===== src/rtl/stopwatch_pkg.sv =====
// stopwatch_pkg: shared state encoding, digit width and digit increment helper
package stopwatch_pkg;
  typedef enum logic [1:0] {IDLE = 2'b00, RUN = 2'b01, PAUSE = 2'b10} state_t;
  localparam int DIGIT_W = 4;
  localparam int MAX_DIGITS = 8;
  function automatic logic [DIGIT_W-1:0] wrap_inc(input logic [DIGIT_W-1:0] v, input int modulo);
    return v == DIGIT_W'(modulo - 1) ? '0 : v + 1'b1;
  endfunction
endpackage


===== src/rtl/stopwatch_ctrl_if.sv =====
// stopwatch_ctrl_if: button inputs and display outputs of the stopwatch
interface stopwatch_ctrl_if #(parameter int DIGITS = 4);
  logic              btn_ss;
  logic              btn_clr;
  logic              btn_lap;
  logic [6:0]        seg;
  logic [DIGITS-1:0] an;
  logic              running;
  logic              overflow;
  modport master (output btn_ss, btn_clr, btn_lap, input seg, an, running, overflow);
  modport slave (input btn_ss, btn_clr, btn_lap, output seg, an, running, overflow);
endinterface


===== src/rtl/stopwatch_ctrl_btn_edge.sv =====
// btn_edge: registers a debounced level and emits a one-cycle pulse on its rising edge
module btn_edge (
  input  logic clk,
  input  logic rst,
  input  logic btn_i,
  output logic evt_o
);
  logic lvl_q, dly_q;
  // sample the level, keep the previous sample for edge detection
  always_ff @(posedge clk or negedge rst)
    if (!rst) begin
      lvl_q <= 1'b0;
      dly_q <= 1'b0;
    end else begin
      lvl_q <= btn_i;
      dly_q <= lvl_q;
    end
  assign evt_o = lvl_q & ~dly_q;
endmodule


===== src/rtl/stopwatch_ctrl_hex7seg.sv =====
// hex7seg: hex nibble to active-high gfedcba segment pattern
module hex7seg (
  input  logic [3:0] hex_i,
  output logic [6:0] seg_o
);
  // fixed lookup of the sixteen glyphs
  always_comb
    case (hex_i)
      4'h0: seg_o = 7'h3F;
      4'h1: seg_o = 7'h06;
      4'h2: seg_o = 7'h5B;
      4'h3: seg_o = 7'h4F;
      4'h4: seg_o = 7'h66;
      4'h5: seg_o = 7'h6D;
      4'h6: seg_o = 7'h7D;
      4'h7: seg_o = 7'h07;
      4'h8: seg_o = 7'h7F;
      4'h9: seg_o = 7'h6F;
      4'hA: seg_o = 7'h77;
      4'hB: seg_o = 7'h7C;
      4'hC: seg_o = 7'h39;
      4'hD: seg_o = 7'h5E;
      4'hE: seg_o = 7'h79;
      default: seg_o = 7'h71;
    endcase
endmodule


===== src/rtl/stopwatch_ctrl.sv =====
// stopwatch_ctrl: start/stop/clear FSM, prescaled cascaded digit counter, scanned 7-seg display; LAP_HOLD_EN adds a lap-hold snapshot
module stopwatch_ctrl
  import stopwatch_pkg::*;
#(
  parameter int DIGITS   = 4,
  parameter int MODULO   = 5,
  parameter int TICK_DIV = 50000,
  parameter int SCAN_DIV = 1000
) (
  input logic clk,
  input logic rst,
  stopwatch_ctrl_if.slave bus
);
  localparam int PW = TICK_DIV > 1 ? $clog2(TICK_DIV) : 1;
  localparam int SW = SCAN_DIV > 1 ? $clog2(SCAN_DIV) : 1;
  localparam int IW = DIGITS > 1 ? $clog2(DIGITS) : 1;
  state_t             state_q;
  logic [PW-1:0]      pre_q, pre_d;
  logic [DIGIT_W-1:0] dig_q [DIGITS];
  logic [DIGIT_W-1:0] dig_d [DIGITS];
  logic [DIGIT_W-1:0] disp;
  logic [SW-1:0]      scnt_q;
  logic [IW-1:0]      idx_q;
  logic               ovf_q, ovf_d, cy;
  logic               ss_e, clr_e, tick, clear, scan_wrap;
  btn_edge u_ss (.clk(clk), .rst(rst), .btn_i(bus.btn_ss), .evt_o(ss_e));
  btn_edge u_clr (.clk(clk), .rst(rst), .btn_i(bus.btn_clr), .evt_o(clr_e));
  assign tick  = state_q == RUN && pre_q == PW'(TICK_DIV - 1);
  assign clear = state_q != RUN && clr_e;
  assign pre_d = clear || tick ? '0 : state_q == RUN ? pre_q + 1'b1 : pre_q;
  // ripple the tick upward: a digit advances only while every lower digit sits at its max
  always_comb begin
    cy = tick;
    for (int k = 0; k < DIGITS; k++) begin
      dig_d[k] = clear ? '0 : cy ? wrap_inc(dig_q[k], MODULO) : dig_q[k];
      cy = cy && dig_q[k] == DIGIT_W'(MODULO - 1);
    end
    ovf_d = cy;
  end
  // FSM with prescaler, digit chain and overflow pulse; clr beats ss outside RUN, ss alone matters in RUN
  always_ff @(posedge clk or negedge rst)
    if (!rst) begin
      state_q <= IDLE;
      pre_q   <= '0;
      dig_q   <= '{default: '0};
      ovf_q   <= 1'b0;
    end else begin
      state_q <= clear ? IDLE : ss_e ? (state_q == RUN ? PAUSE : RUN) : state_q;
      pre_q   <= pre_d;
      dig_q   <= dig_d;
      ovf_q   <= ovf_d;
    end
  assign scan_wrap = scnt_q == SW'(SCAN_DIV - 1);
  // free-running scan: dwell SCAN_DIV cycles on each digit
  always_ff @(posedge clk or negedge rst)
    if (!rst) begin
      scnt_q <= '0;
      idx_q  <= '0;
    end else begin
      scnt_q <= scan_wrap ? '0 : scnt_q + 1'b1;
      if (scan_wrap) idx_q <= idx_q == IW'(DIGITS - 1) ? '0 : idx_q + 1'b1;
    end
`ifdef LAP_HOLD_EN
  logic               lap_e, hold_q;
  logic [DIGIT_W-1:0] snap_q [DIGITS];
  btn_edge u_lap (.clk(clk), .rst(rst), .btn_i(bus.btn_lap), .evt_o(lap_e));
  // lap toggles hold while running; entering hold freezes the displayed digits
  always_ff @(posedge clk or negedge rst)
    if (!rst) begin
      hold_q <= 1'b0;
      snap_q <= '{default: '0};
    end else if (clear) hold_q <= 1'b0;
    else if (lap_e && state_q == RUN) begin
      hold_q <= !hold_q;
      if (!hold_q) snap_q <= dig_q;
    end
  assign disp = hold_q ? snap_q[idx_q] : dig_q[idx_q];
`else
  logic unused_lap;
  assign unused_lap = bus.btn_lap;
  assign disp = dig_q[idx_q];
`endif
  hex7seg u_dec (.hex_i(disp), .seg_o(bus.seg));
  assign bus.an       = DIGITS'(1) << idx_q;
  assign bus.running  = state_q == RUN;
  assign bus.overflow = ovf_q;
endmodule


===== src/flat_wrapper.sv =====
// flat-port wrapper written by rule: the top's interface ports become plain ports
module stopwatch_ctrl_flat import stopwatch_pkg::*;
#(
  parameter int DIGITS   = 4,
  parameter int MODULO   = 5,
  parameter int TICK_DIV = 50000,
  parameter int SCAN_DIV = 1000
)
  (clk, rst, bus_btn_ss, bus_btn_clr, bus_btn_lap, bus_seg, bus_an, bus_running, bus_overflow);
  stopwatch_ctrl_if #(.DIGITS(DIGITS)) bus_i ();
  input logic clk;
  input logic rst;
  input wire logic [$bits(bus_i.btn_ss)-1:0] bus_btn_ss;
  input wire logic [$bits(bus_i.btn_clr)-1:0] bus_btn_clr;
  input wire logic [$bits(bus_i.btn_lap)-1:0] bus_btn_lap;
  output wire logic [$bits(bus_i.seg)-1:0] bus_seg;
  output wire logic [$bits(bus_i.an)-1:0] bus_an;
  output wire logic [$bits(bus_i.running)-1:0] bus_running;
  output wire logic [$bits(bus_i.overflow)-1:0] bus_overflow;
  assign bus_i.btn_ss = bus_btn_ss;
  assign bus_i.btn_clr = bus_btn_clr;
  assign bus_i.btn_lap = bus_btn_lap;
  assign bus_seg = bus_i.seg;
  assign bus_an = bus_i.an;
  assign bus_running = bus_i.running;
  assign bus_overflow = bus_i.overflow;
  stopwatch_ctrl #(.DIGITS(DIGITS), .MODULO(MODULO), .TICK_DIV(TICK_DIV), .SCAN_DIV(SCAN_DIV)) u_core (.clk(clk), .rst(rst), .bus(bus_i));
endmodule

===== config.mk =====
export PLATFORM = sky130hd
export DESIGN_NAME = stopwatch_ctrl_flat
export DESIGN_NICKNAME = d
export VERILOG_FILES = /design/src/rtl/stopwatch_pkg.sv /design/src/rtl/stopwatch_ctrl_if.sv /design/src/rtl/stopwatch_ctrl_btn_edge.sv /design/src/rtl/stopwatch_ctrl_hex7seg.sv /design/src/rtl/stopwatch_ctrl.sv /design/src/flat_wrapper.sv
export SDC_FILE = /design/constraint.sdc
export NUM_CORES = 1
export LEC_CHECK = 0
export BUFFER_PORTS_ARGS = -buffer_cell sky130_fd_sc_hd__buf_2
export CORE_UTILIZATION = 35
export CTS_BUF_LIST = sky130_fd_sc_hd__clkbuf_8
export CTS_CLUSTER_DIAMETER = 100
export DETAILED_ROUTE_END_ITERATION = 8
export PLACE_DENSITY = 0.61
export SYNTH_ARGS = -nofsm -noshare
export SYNTH_HDL_FRONTEND = slang
export SYNTH_SLANG_ARGS = --single-unit

===== constraint.sdc =====
create_clock -name clk -period 2.64 [get_ports clk]
set_input_delay 0.264 -clock clk [delete_from_list [all_inputs] [get_ports clk]]
set_output_delay 0.264 -clock clk [all_outputs]
set_load 0.05 [all_outputs]

# Word level (Yosys, flattened, before mapping)
# Memories as Yosys holds them, arrays and structs flattened.
# Index checks and enable logic that the tools add are counted.
# totals
elab_cells,72
output_inout_bits,13
in_bits,5
register_bits,51
n_memories,1
rom_bits,112
# memory_table
memory,depth,width,rd,rd_ports_with_merged_regs,write_ports,line_no,text
(no name shown),16,7,1,0,0,stopwatch_ctrl_hex7seg.sv:8,case (hex_i)
# classes
n_addsub,7
reduce_logical,13
mux,22
order_cmp,1
eq_ne,9
n_shift,1
bitwise,5
# ops
operator,count
$mux W4,14
$mux W16,2
$add A16 B1 Y16 const B,1
$add A4 B1 Y4 const B,4
$eq A16 B16 Y1 const B,1
$eq A4 B3 Y1 const B,4
$reduce_bool A2 Y1,6
$add A10 B1 Y10 const B,1
$eq A10 B10 Y1 const B,1
$mux W10,1
$bmux W4 S2,1
$mux W2,4
$logic_and A1 B1 Y1,6
$shl A1 B2 Y4 const A,1
$ge A3 B3 Y1 const B,1
$not A2 Y3,1
$add A2 B1 Y2 const B,1
$and A1 B1 Y1,2
$eq A2 B1 Y1 const B,1
$eq A2 B2 Y1 const B,1
$ne A2 B1 Y1 const B,1
$not A1 Y1,2
$logic_or A1 B1 Y1,1

# Logic depth before layout (Yosys ltp)
# Gate-level depths: netlist of run 1.
# depth
ltp_word,7
ltp_mapped,8
mapped_depth_nobuf,7

# Hierarchy
# From an unflattened synthesis of run 1, not the netlist that was laid out.
# hier_totals
hier_cells,317
hier_area_um2,3139.3
# modules_own_cells
module,seq_area_each_um2,area_per_inst_um2,cells_each,instances
stopwatch_ctrl,1176.1,2723.9,278,1
hex7seg,0.0,287.8,33,1
btn_edge,50.0,63.8,3,2

# Worst setup path before layout of run 1
# Ideal clock, no wire load.
# synth_timing
kind,reg-to-output
startpoint,register u_core.idx_q[0]
endpoint,output port bus_seg[0]
setup_slack_ns,-0.162
arrival_time_ns,2.538
path_stages_with_launch,7
required_ns,2.376
n_path_buf,2
cell_sequence,dfrtp_1 -> clkbuf_1 -> mux4_2 -> clkbuf_1 -> nor2b_1 -> a22o_1 -> a21oi_1
# synth_between
elab_chain_len,5
# synth_lines
item,line_no,text
start: declaration,stopwatch_ctrl.sv:23,logic [IW-1:0] idx_q;
start signal: assignment,stopwatch_ctrl.sv:61,if (scan_wrap) idx_q <= idx_q == IW'(DIGITS - 1) ? '0 : idx_q + 1'b1;
$not A2 Y3 (not written as such),stopwatch_ctrl.sv:81,assign disp = dig_q[idx_q];
$bmux W4 S2,stopwatch_ctrl.sv:81,
$mux W4 (not written as such) (2 in a row),stopwatch_ctrl.sv:81,
$mem_v2 Z16 W7,-,
end: declaration,flat_wrapper.sv:16,output wire logic [$bits(bus_i.seg)-1:0] bus_seg;
# Every way passes these cells. The select of a mux whose other input is x is not followed.

# Final worst setup path of run 1
# layout_timing
startpoint,register u_core.dig_q[12] in the netlist's numbering
endpoint,output port bus_seg[3]
# layout_between
elab_chain_len,4
# layout_lines
item,line_no,text
start: declaration,stopwatch_ctrl.sv:19,logic [DIGIT_W-1:0] dig_q [DIGITS];
start signal: assignment,stopwatch_ctrl.sv:50,dig_q <= dig_d;
$bmux W4 S2,stopwatch_ctrl.sv:81,
$mux W4 (not written as such) (2 in a row),stopwatch_ctrl.sv:81,
$mem_v2 Z16 W7,-,
# Every way passes these cells. The select of a mux whose other input is x is not followed.

==> results_tabular.tex, run 1 <==
\begin{tabular}{lr}
\hline
Metric & Value \\
\hline
\multicolumn{2}{l}{\textbf{Run status}} \\
\quad Result of the run & finished clean \\
\multicolumn{2}{l}{\textbf{Synth}} \\
\quad Net count after synthesis & $\sim$320 \\
\quad Library cell with the highest instance count after synthesis & dfrtp\_1 \\
\quad XOR/XNOR share of the synthesized area & 0.0658 \\
\quad Area contributors post-synth & dfrtp\_1 44\%, ha\_1 9.0\%, nor2\_1 5.0\%, xor2\_1 4.5\%, mux4\_2 3.8\% \\
\quad Part of the Yosys area used for sequential elements & 0.436 \\
\quad Adder-cell share of the synthesized area & 0.0897 \\
\quad Cell type with the highest aggregate area in the netlist & dfrtp\_1 \\
\quad Count of unique library cells instantiated by Yosys & 45 \\
\quad FFs w/ async S/R, synth & 1.00 \\
\quad Share of synthesized cell area in and, or, nand and nor gates & 0.220 \\
\quad Flop and latch count out of synthesis & a little over 50 \\
\quad Avg Inst Size Synth & about 10 µm² \\
\quad Syn Inst Count & around 300 \\
\quad Dominant combinational cell family by area after synthesis & simple AND/OR/NAND/NOR gates \\
\quad Most frequent cells after synthesis & 51 x dfrtp\_1, 39 x nor2\_1, 23 x nand2\_1, 21 x ha\_1, 18 x inv\_1 \\
\quad Main synth FF type & dfrtp\_1 \\
\quad Post-synth top area share & 0.436 \\
\quad Mux contribution to synthesized area & 0.0666 \\
\quad Complex-gate fraction of the synthesized area & 0.0871 \\
\quad Netlist area before placement & between 2000 and 3000 µm² \\
\quad Yosys warning total & 0 \\
\quad Number of enable-type register cells in the synthesized netlist & 0 \\
\multicolumn{2}{l}{\textbf{GRT}} \\
\quad Pin count of the biggest net entering global routing & 28 \\
\quad GRT Total Usage & 0.146 \\
\quad Wire length of the first global-routing pass & 10000 µm \\
\quad Initial antenna violation count & 0 \\
\quad Met3 track utilization from global routing & 0.0195 \\
\quad Busiest grt layer & met2 \\
\quad Congestion Overflow GR & 0 \\
\quad Met2 capacity usage during global routing & 0.240 \\
\quad Global-route track usage on met1 & 0.196 \\
\quad Number of global-route vias before repair & about 2.2k \\
\multicolumn{2}{l}{\textbf{Critical path}} \\
\quad Critical path's top delay family & multiplexers \\
\quad Critical Path RT & 2380 ps \\
\quad CP Class & reg -> out \\
\quad Highest-delay cell along the critical path & mux4\_2 \\
\quad Type of element launching the critical path & flip-flop \\
\quad Highest cell delay on the worst timing path & roughly 560 ps \\
\quad Crit Path Max Fanout & 6 \\
\quad Critical path endpoint category & output pin \\
\quad Cell-by-cell listing of the critical path & mux4\_2 > ha\_2 > mux4\_2 > inv\_1 > buf\_4 \\
\quad Arrival @ worst endpoint & between 2000 and 2500 ps \\
\quad Worst r2r path cells & 6 \\
\quad Worst-case register-to-register setup slack & between 400 and 500 ps \\
\quad CP Depth & 5 \\
\quad Most frequent CP cell & mux4\_2 \\
\quad Critical path buffers and inverters & 2 \\
\multicolumn{2}{l}{\textbf{Route}} \\
\quad Number of vias per cell & roughly 5.1 \\
\quad Remaining DRCs & 0 \\
\quad 1st-iter DRT viols & 130 \\
\quad Vias & $\sim$2.2k \\
\quad Detailed-routing iteration count for the pre-antenna-repair pass & 4 \\
\quad Total wirelength of the detailed-routed design & between 5000 and 6000 µm \\
\quad Routed wirelength normalized by instance count & around 13 µm \\
\quad Antenna violation net count after detailed routing & 0 \\
\multicolumn{2}{l}{\textbf{Timing}} \\
\quad Final critical-path share of the clock period & 0.970 \\
\quad Fin Clk Skew & $\sim$7.5 ps \\
\quad Setup total negative slack & 0 ps \\
\quad Max transition margin & 0.627 \\
\quad Final hold viol count & 0 \\
\quad Final slew viol count & 0 \\
\quad Max frequency & a little under 400 MHz \\
\quad Setup ws final & 80.0 ps \\
\quad Transition time at the pin with the least slew margin & 559 ps \\
\quad Total setup violations reported at the end of the flow & 0 \\
\quad Tmin final & 2560 ps \\
\multicolumn{2}{l}{\textbf{Clock tree}} \\
\quad CTS buffer count & 5 \\
\quad Number of H-tree levels & 2 \\
\quad Root buf cell & clkbuf\_8 \\
\quad Clock transition time at the flip-flop clock pins of the worst setup and hold paths & 90 ps \\
\quad Clock sinks & $\sim$50 \\
\quad Worst-case clock buffer depth & 2 \\
\quad Clock Latency Late Sink & around 300 ps \\
\quad CTS tree & yes \\
\multicolumn{2}{l}{\textbf{Power}} \\
\quad Switching power of the nets & 0.000458 W \\
\quad Total internal power & 0.00115 W \\
\quad Sw Ratio & 0.286 \\
\quad Portion of total power attributed to sequential cells & 0.531 \\
\quad Total Power Consumption & roughly 0.0016 W \\
\quad Clock network fraction of total power & 0.305 \\
\quad Peak supply drop & $\sim$0.00025 V \\
\quad Pwr/cell area & between 400 and 500 nW/µm² \\
\quad Combinational cell fraction of total power & 0.164 \\
\quad Leak & 1.48 nW \\
\multicolumn{2}{l}{\textbf{Placement}} \\
\quad Cell count after placement & between 400 and 500 \\
\quad Gpl congestion & between 0.7 and 0.8 \\
\quad Input/output buffers & 16 \\
\quad Worst slack at placement & 182 ps \\
\quad Placement Cell Area & roughly 3200 µm² \\
\quad Half-perimeter wire length after placement & $\sim$4200 µm \\
\multicolumn{2}{l}{\textbf{Die}} \\
\quad Total number of placement rows & 33 \\
\quad Number of top-level pins & 18 \\
\quad Y dimension of the die & just over 90 µm \\
\quad Area of the placeable core & 8180 µm² \\
\quad Starting density of the core & 0.358 \\
\quad Die area & 8740 µm² \\
\quad Width of the die & 93.5 µm \\
\multicolumn{2}{l}{\textbf{Min path}} \\
\quad Hold Path Depth & 1 \\
\quad Class of the worst hold path & in -> reg \\
\multicolumn{2}{l}{\textbf{Layout}} \\
\quad Final layout net count & approximately 360 \\
\quad Multi-input combinational cell area & 1570 µm² \\
\quad Layout cells sized above 1 & 0.190 \\
\quad Count of inserted antenna diode cells & 0 \\
\quad Count of fill cells added during filler insertion & roughly 800 \\
\quad Final non-filler cell area & around 3400 µm² \\
\quad Synthesis-to-layout area growth & 15.4\% \\
\quad Final instance count without filler cells & approximately 440 \\
\quad Sequential cell area & roughly 1300 µm² \\
\multicolumn{2}{l}{\textbf{Job}} \\
\quad Number of maximum-capacitance violations & 0 \\
\hline
\end{tabular}
## through the flow
step	utilization	hold WS (ps)
after global placement	0.395	285
after global routing	0.414	51.2
after floorplan	-	-31.6
after CTS	0.410	49.9
after detailed placement	0.395	288
final	0.414	59.8
## kinds of logic (layout without fill, tap and decap cells)
logic type / after synthesis / count (layout)
adder cells (fa/ha/maj): 21 / 21
flip-flops: 51 / 51
multiplexers: 13 / 13
buffers and inverters: 27 / 61
XOR/XNOR: 22 / 22
AO/OA/AOI/OAI: 40 / 40
AND/OR/NAND/NOR: 123 / 123
## placed cells by master (no fill, tap or decap), drive strengths merged, types with 6 or more instances in the layout
cell type	instances
clkbuf	9
nand3	13
inv	19
nor2b	7
a21oi	7
or3	6
buf	31
dfrtp	51
ha	21
nor3	6
o211ai	6
nor2	39
xnor2	7
mux2i	6
nand2	23
o21ai	14
xor2	15
nand4	8
## layer usage
metal | vias to the layer above | part of all wire
met1 | 1060 | 0.48
li1 | 1100 | -
met5 | - | 0
met3 | 8 | 0.035
met4 | 0 | 0.016
met2 | 44 | 0.47
## power by group through the flow
stage               Combinational [W]  Sequential, W  Clock [W]
detailed placement           0.000265       0.000867          0
floorplan                    0.000175       0.000861          0
CTS                          0.000268       0.000852   0.000511
global placement             0.000263       0.000865          0
finish                       0.000264       0.000852   0.000490
global route                 0.000297       0.000857   0.000533
## area by class of cell
cell class	count	share of cell area
inverter	19	0.0218
clock buffer	7	0.0285
multi-input combinational	219	0.464
tap	105	0.0389
timing repair buffer	34	0.0666
clock inverter	1	0.00111
sequential	51	0.379
## sequential cells by signal, indices dropped and copies added (netlist names)
signal               cells
u_core.dig_q            16
u_core.pre_q            16
u_core.scnt_q           10
u_core.idx_q             2
u_core.state_q           2
u_core.bus.overflow      1
u_core.u_clr.dly_q       1
u_core.u_clr.lvl_q       1
u_core.u_ss.dly_q        1
u_core.u_ss.lvl_q        1
## timing repair
action	4_1_cts	5_1_grt
hold buffers	1	0
setup endpoints to repair	5	5
buffers inserted	1	2
resized for setup	2	10
hold endpoints to repair	24	0
## worst paths after layout
| path | startpoint | endpoint |
|---|---|---|
| setup / recovery | u_core.dig_q[12]$_DFFE_PN0N_ | bus_seg[3] |
| hold / removal | bus_btn_clr | u_core.u_clr.lvl_q$_DFF_PN0_ |
| setup reg to reg | u_core.pre_q[7]$_DFFE_PN0P_ | u_core.dig_q[12]$_DFFE_PN0N_ |
| hold reg to reg | u_core.u_ss.lvl_q$_DFF_PN0_ | u_core.u_ss.dly_q$_DFF_PN0_ |
| max in group asynchronous | rst | u_core.idx_q[0]$_DFFE_PN0N_ |
| min in group asynchronous | rst | u_core.pre_q[0]$_DFFE_PN0P_ |
Note: power is estimated with default switching activity, not from simulation.
==> run 2: changes to the inputs <==
PLACE_DENSITY = 0.63   (was 0.61)
clock period = 2.2 ns   (was 2.64 ns; I/O delays follow)
==> results_tabular.tex, run 2 (same netlist as run 1, synthesis figures left out) <==
\begin{tabular}{lr}
\hline
Metric & Value \\
\hline
\multicolumn{2}{l}{\textbf{Clock tree}} \\
\quad CTS buffer count & 5 \\
\quad Clock Latency Late Sink & about 300 ps \\
\quad CTS tree & yes \\
\quad Root buf cell & clkbuf\_8 \\
\quad Clock sinks & 51 \\
\quad Clock transition time at the flip-flop clock pins of the worst setup and hold paths & about 90 ps \\
\quad Number of H-tree levels & 2 \\
\quad Worst-case clock buffer depth & 2 \\
\multicolumn{2}{l}{\textbf{Timing}} \\
\quad Final hold viol count & 0 \\
\quad Setup ws final & -319 ps \\
\quad Tmin final & roughly 2500 ps \\
\quad Fin Clk Skew & 8.31 ps \\
\quad Max frequency & about 400 MHz \\
\quad Final critical-path share of the clock period & 1.15 \\
\quad Final slew viol count & 0 \\
\quad Total setup violations reported at the end of the flow & 7 \\
\quad Max transition margin & 0.745 \\
\quad Unrepaired setup endpoints after global routing & yes \\
\quad Transition time at the pin with the least slew margin & $\sim$370 ps \\
\quad Setup total negative slack & -1820 ps \\
\multicolumn{2}{l}{\textbf{Power}} \\
\quad Leak & 1.67 nW \\
\quad Peak supply drop & roughly 0.00042 V \\
\quad Total Power Consumption & around 0.0019 W \\
\quad Pwr/cell area & 508 nW/µm² \\
\multicolumn{2}{l}{\textbf{Critical path}} \\
\quad Cell-by-cell listing of the critical path & mux4\_2 > inv\_2 > ha\_4 > inv\_2 > mux4\_2 > clkinvlp\_4 > buf\_8 \\
\quad Critical path buffers and inverters & 4 \\
\quad Worst-case register-to-register setup slack & 170 ps \\
\quad Reg2reg end & u\_core.dig\_q[3]\$\_DFFE\_PN0P\_ \\
\quad Critical Path RT & between 1500 and 2000 ps \\
\quad Critical path endpoint & bus\_seg[3] \\
\quad Arrival @ worst endpoint & approximately 2300 ps \\
\quad CP Depth & 7 \\
\quad CP Class & reg -> out \\
\quad Type of element launching the critical path & flip-flop \\
\quad Critical path endpoint category & output pin \\
\quad Crit Path Max Fanout & 4 \\
\quad Highest cell delay on the worst timing path & roughly 600 ps \\
\quad Critical path's top delay family & multiplexers \\
\quad Launching instance or port of the critical path & u\_core.idx\_q[0]\$\_DFFE\_PN0N\_ \\
\quad Critical R2R Launch & u\_core.dig\_q[12]\$\_DFFE\_PN0N\_ \\
\quad Worst r2r path cells & 8 \\
\quad Highest-delay cell along the critical path & mux4\_2 \\
\multicolumn{2}{l}{\textbf{Layout}} \\
\quad Synthesis-to-layout area growth & 27.5\% \\
\quad Registers with the most flip-flops & u\_core.dig\_q (16), u\_core.pre\_q (16), u\_core.scnt\_q (10) \\
\quad Count of inserted antenna diode cells & 0 \\
\quad Final non-filler cell area & $\sim$3700 µm² \\
\quad Layout cells sized above 1 & 0.278 \\
\quad Most common cell after layout, fill and taps aside & dfrtp\_1 \\
\quad Leading cell types in the layout, fill and taps excluded & 51 x dfrtp\_1, 41 x buf\_4, 37 x nor2\_1 \\
\quad Final layout net count & 385 \\
\multicolumn{2}{l}{\textbf{GRT}} \\
\quad Wire length of the first global-routing pass & around 11000 µm \\
\quad Global-route track usage on met1 & 0.207 \\
\quad Initial antenna violation count & 0 \\
\quad Pin count of the biggest net entering global routing & 25 \\
\quad Busiest grt layer & met2 \\
\quad Met3 track utilization from global routing & 0.0220 \\
\quad Number of global-route vias before repair & 2326 \\
\quad GRT Total Usage & 0.156 \\
\quad Congestion Overflow GR & 0 \\
\quad Met2 capacity usage during global routing & 0.264 \\
\multicolumn{2}{l}{\textbf{Placement}} \\
\quad Worst slack at placement & -115 ps \\
\quad Input/output buffers & 16 \\
\quad Placement Cell Area & about 3500 µm² \\
\quad Gpl congestion & about 0.84 \\
\quad Half-perimeter wire length after placement & 4750 µm \\
\multicolumn{2}{l}{\textbf{Route}} \\
\quad Vias & 2331 \\
\quad 1st-iter DRT viols & 188 \\
\quad Total wirelength of the detailed-routed design & $\sim$6100 µm \\
\quad Antenna violation net count after detailed routing & 0 \\
\quad Remaining DRCs & 0 \\
\quad Routed wirelength normalized by instance count & approximately 13 µm \\
\quad Detailed-routing iteration count for the pre-antenna-repair pass & 4 \\
\quad Number of vias per cell & roughly 5 \\
\multicolumn{2}{l}{\textbf{Die}} \\
\quad Width of the die & approximately 94 µm \\
\quad Number of top-level pins & 18 \\
\quad Total number of placement rows & 33 \\
\quad Area of the placeable core & 8180 µm² \\
\quad Die area & between 8000 and 9000 µm² \\
\quad Y dimension of the die & 93.5 µm \\
\quad Starting density of the core & 0.358 \\
\multicolumn{2}{l}{\textbf{Run status}} \\
\quad Result of the run & finished with violations \\
\quad Violations in the final reports & setup timing \\
\multicolumn{2}{l}{\textbf{Min path}} \\
\quad Class of the worst hold path & in -> reg \\
\quad Hold path startpoint & bus\_btn\_clr \\
\multicolumn{2}{l}{\textbf{Job}} \\
\quad Number of maximum-capacitance violations & 0 \\
\hline
\end{tabular}
[run 2: changes by cell type in the layout (fill, tap and decap cells not counted), moves of 3 or more]
cell	change
ha_4	+3
dfrtp_1	+3
buf_4	+23
dfrtp_2	-3
a22oi_2	+3
ha_1	-3
buf_6	+9
buf_2	-4
a22oi_1	-3
[run 2: power breakdown]
part | internal [W] | switching (W)
logic | 0.000127 | 0.000219
clock network | 0.000219 | 0.000309
registers | 0.000986 | 0.0000369
total | 0.00133 | 0.000566
[run 2: per-layer routing]
metal	wire, µm	vias to the layer above
met5	0	-
met4	91	0
met3	154	8
met2	2990	29
met1	2900	1135
li1	-	1159
[run 2: worst min path at each step]
stage               depth (start not counted)                       endpoint  slack [ps]
floorplan                                   0  u_core.bus.overflow$_DFF_PN0_         -80
global placement                            1   u_core.pre_q[14]$_DFFE_PN0P_         120
detailed placement                          1    u_core.pre_q[2]$_DFFE_PN0P_         110
CTS                                         1    u_core.u_ss.lvl_q$_DFF_PN0_           9
global route                                1   u_core.u_clr.lvl_q$_DFF_PN0_           9
finish                                      1   u_core.u_clr.lvl_q$_DFF_PN0_          20
[run 2: metrics by stage]
step / cells / hold WS [ps] / utilization
finish: 465 / 23.3 / 0.457
global route: 465 / 8.83 / 0.457
CTS: 464 / 8.81 / 0.455
detailed placement: 453 / 110 / 0.431
global placement: 453 / 116 / 0.431
floorplan: 297 / -75.6 / -
[run 2: what timing repair did]
item / in CTS / in global routing
setup buffers: 2 / 0
pin swaps: 4 / 0
hold endpoints to repair: 10 / 1
resized for setup: 25 / 3
hold buffers: 1 / 1
setup endpoints to repair: 7 / 7
[run 2: layout make-up]
cell class	instances	area, µm²
Clock inverter	3	16.3
Multi-Input combinational cell	219	1660
Fill cell	777	4440
Inverter	19	77.6
Sequential cell	51	1280
Tap cell	105	131
Clock buffer	5	68.8
Timing Repair Buffer	63	509
==> run 3: changes to the inputs <==
ABC_AREA = 1   (was not set)
PLACE_DENSITY = 0.61   (was 0.63)
clock period = 2.4 ns   (was 2.2 ns; I/O delays follow)
==> results_tabular.tex, run 3 <==
\begin{tabular}{lr}
\hline
Metric & Value \\
\hline
\multicolumn{2}{l}{\textbf{Synth}} \\
\quad Flop and latch count out of synthesis & between 50 and 60 \\
\quad Main synth FF type & dfrtp\_1 \\
\quad Netlist area before placement & 3150 µm² \\
\quad Yosys warning total & 0 \\
\quad Number of enable-type register cells in the synthesized netlist & 0 \\
\quad Net count after synthesis & approximately 430 \\
\quad Part of the Yosys area used for sequential elements & 0.406 \\
\quad Most frequent cells after synthesis & 83 x nand2\_1, 53 x nor2\_1, 51 x dfrtp\_1, 48 x inv\_1, 30 x nand3\_1 \\
\quad Count of unique library cells instantiated by Yosys & 37 \\
\quad Area contributors post-synth & dfrtp\_1 41\%, nand2\_1 9.9\%, ha\_1 8.3\%, nor2\_1 6.3\%, inv\_1 5.7\% \\
\quad Post-synth top area share & 0.406 \\
\quad Cell type with the highest aggregate area in the netlist & dfrtp\_1 \\
\quad FFs w/ async S/R, synth & 1.00 \\
\quad Library cell with the highest instance count after synthesis & nand2\_1 \\
\quad Avg Inst Size Synth & a little under 8 µm² \\
\quad Syn Inst Count & a little over 400 \\
\multicolumn{2}{l}{\textbf{GRT}} \\
\quad Congestion Overflow GR & 0 \\
\quad Met3 track utilization from global routing & 0.0231 \\
\quad Global-route track usage on met1 & 0.195 \\
\quad Wire length of the first global-routing pass & between 10000 and 15000 µm \\
\quad Met2 capacity usage during global routing & 0.260 \\
\quad Number of global-route vias before repair & between 2k and 3k \\
\quad GRT Total Usage & 0.151 \\
\quad Busiest grt layer & met2 \\
\quad Initial antenna violation count & 0 \\
\quad Pin count of the biggest net entering global routing & 27 \\
\multicolumn{2}{l}{\textbf{Timing}} \\
\quad Unrepaired setup endpoints after global routing & yes \\
\quad Final critical-path share of the clock period & 0.963 \\
\quad Max transition margin & 0.578 \\
\quad Tmin final & between 2000 and 2500 ps \\
\quad Final hold viol count & 0 \\
\quad Fin Clk Skew & between 7 and 8 ps \\
\quad Total setup violations reported at the end of the flow & 0 \\
\quad Transition time at the pin with the least slew margin & roughly 630 ps \\
\quad Final slew viol count & 0 \\
\quad Max frequency & 432 MHz \\
\multicolumn{2}{l}{\textbf{Clock tree}} \\
\quad Clock Latency Late Sink & between 300 and 400 ps \\
\quad Number of H-tree levels & 2 \\
\quad Clock transition time at the flip-flop clock pins of the worst setup and hold paths & 100 ps \\
\quad Worst-case clock buffer depth & 2 \\
\quad Root buf cell & clkbuf\_8 \\
\quad Clock sinks & 51 \\
\quad CTS tree & yes \\
\quad CTS buffer count & 5 \\
\multicolumn{2}{l}{\textbf{Route}} \\
\quad Remaining DRCs & 0 \\
\quad Antenna violation net count after detailed routing & 0 \\
\quad Routed wirelength normalized by instance count & approximately 12 µm \\
\quad Total wirelength of the detailed-routed design & about 6700 µm \\
\quad Vias & $\sim$2.7k \\
\quad Number of vias per cell & between 4 and 5 \\
\quad 1st-iter DRT viols & roughly 140 \\
\quad Detailed-routing iteration count for the pre-antenna-repair pass & 5 \\
\multicolumn{2}{l}{\textbf{Power}} \\
\quad Peak supply drop & 0.000268 V \\
\quad Leak & between 1.5 and 2 nW \\
\quad Pwr/cell area & 573 nW/µm² \\
\multicolumn{2}{l}{\textbf{Layout}} \\
\quad Registers with the most flip-flops & u\_core.dig\_q (16), u\_core.pre\_q (16), u\_core.scnt\_q (10) \\
\quad Most common cell after layout, fill and taps aside & nand2\_1 \\
\quad Count of fill cells added during filler insertion & just under 900 \\
\quad Synthesis-to-layout area growth & 16.2\% \\
\quad Final layout net count & between 400 and 500 \\
\quad Count of inserted antenna diode cells & 0 \\
\quad Utilization of the core after routing & 0.419 \\
\quad Layout cells sized above 1 & 0.180 \\
\quad Final non-filler cell area & roughly 3700 µm² \\
\quad Leading cell types in the layout, fill and taps excluded & 83 x nand2\_1, 50 x nor2\_1, 49 x dfrtp\_1 \\
\multicolumn{2}{l}{\textbf{Die}} \\
\quad Total number of placement rows & 34 \\
\quad Die area & 9370 µm² \\
\quad Area of the placeable core & $\sim$8700 µm² \\
\quad Number of top-level pins & 18 \\
\quad Y dimension of the die & 96.8 µm \\
\quad Width of the die & $\sim$97 µm \\
\quad Starting density of the core & 0.361 \\
\multicolumn{2}{l}{\textbf{Min path}} \\
\quad Hold Path Depth & 1 \\
\quad Endpoint of the worst hold-timing path & u\_core.u\_ss.lvl\_q\$\_DFF\_PN0\_ \\
\quad Hold path startpoint & bus\_btn\_ss \\
\quad Class of the worst hold path & in -> reg \\
\multicolumn{2}{l}{\textbf{Critical path}} \\
\quad Cell-by-cell listing of the critical path & buf\_6 > buf\_4 > buf\_4 > o211ai\_1 > nand2\_2 > nor2\_4 > inv\_1 > nand2\_1 > nand2\_1 > nand2\_1 > buf\_6 \\
\quad Critical Path RT & around 2200 ps \\
\quad Critical R2R Launch & u\_core.state\_q[0]\$\_DFFE\_PN0P\_ \\
\quad Highest cell delay on the worst timing path & around 450 ps \\
\quad Critical path endpoint category & output pin \\
\quad Most frequent CP cell & nand2\_1 \\
\quad Crit Path Max Fanout & 8 \\
\quad Reg2reg end & u\_core.pre\_q[7]\$\_DFFE\_PN0P\_ \\
\quad Type of element launching the critical path & flip-flop \\
\quad Worst r2r path cells & 8 \\
\quad Arrival @ worst endpoint & roughly 2100 ps \\
\quad Worst-case register-to-register setup slack & 610 ps \\
\quad Highest-delay cell along the critical path & dfrtp\_2 \\
\quad CP Class & reg -> out \\
\multicolumn{2}{l}{\textbf{Job}} \\
\quad Number of maximum-capacitance violations & 0 \\
\multicolumn{2}{l}{\textbf{Placement}} \\
\quad Input/output buffers & 16 \\
\quad Placement Cell Area & approximately 3400 µm² \\
\quad Half-perimeter wire length after placement & 4850 µm \\
\quad Gpl congestion & just over 0.8 \\
\multicolumn{2}{l}{\textbf{Run status}} \\
\quad Result of the run & finished clean \\
\hline
\end{tabular}
-- run 3: how the worst max path moves through the flow --
stage | from | depth (start not counted) | endpoint
final | u_core.idx_q[0]$_DFFE_PN0N_ | 11 | bus_seg[6]
after floorplan | u_core.idx_q[0]$_DFFE_PN0N_ | 8 | bus_seg[0]
after detailed placement | u_core.idx_q[0]$_DFFE_PN0N_ | 10 | bus_seg[3]
after CTS | u_core.idx_q[0]$_DFFE_PN0N_ | 10 | bus_seg[3]
after global placement | u_core.idx_q[0]$_DFFE_PN0N_ | 10 | bus_seg[3]
after global routing | u_core.idx_q[0]$_DFFE_PN0N_ | 10 | bus_seg[3]
-- run 3: cell families (layout without fill, tap and decap cells) --
family	count (synthesis)	after routing	synth area share
compound gates	52	52	0.0879
xor+xnor	9	9	0.0251
fa+ha+maj	21	21	0.0835
buf+inv	60	94	0.0799
flops	51	51	0.406
simple gates	213	213	0.318
-- run 3: report_power, final --
group / leakage [nW] / internal, W / total, W / switching (W)
combinational: 1.05 / 0.000133 / 0.000377 / 0.000243
sequential: 0.673 / 0.000946 / 0.00106 / 0.000116
clock: 0.0618 / 0.000343 / 0.000655 / 0.000312
-- run 3: routing by layer --
metal  routed length (µm)  vias up
li1                     -     1392
met1                 3230     1296
met2                 3200       29
met3                  154        5
met4                   76        0
met5                    0        -
-- run 3: per-stage QoR --
stage	hold WS, ps	cells	total power (W)	TNS (ps)	setup slack (ps)
final	23.9	548	0.00209	0	87.7
after global routing	21.4	548	0.00222	-64.6	-27.3
after CTS	20.6	546	0.00210	0	13.9
after detailed placement	301	533	0.00145	0	109
after global placement	296	533	0.00143	0	184
after floorplan	-55.6	406	0.00134	0	22.0
-- run 3: area by class of cell --
type                            instances  area [µm²]  area share
Clock inverter                          2        38.8      0.0106
Sequential cell                        51        1280       0.350
Inverter                               56         215      0.0588
Clock buffer                            6        82.6      0.0226
Timing Repair Buffer                   30         238      0.0650
Multi-Input combinational cell        295        1670       0.456
Tap cell                              108         135      0.0369
-- run 3: worst max-delay path: cells and delay by family, from the launching register on --
| kind | cells | cell delay [ps] |
|---|---|---|
| AO/OA/AOI/OAI | 1 | 200 |
| flip-flops | 1 | 450 |
| buffers and inverters | 5 | 610 |
| AND/OR/NAND/NOR | 5 | 490 |
-- run 3: what timing repair did --
item / 4_1_cts / 5_1_grt
hold buffers: 1 / 0
endpoints found under the hold margin: 25 / 0
gates cloned: 0 / 0
setup buffers: 4 / 2
gates resized for setup: 8 / 29
pin swaps: 0 / 7
endpoints found under the setup margin: 4 / 7
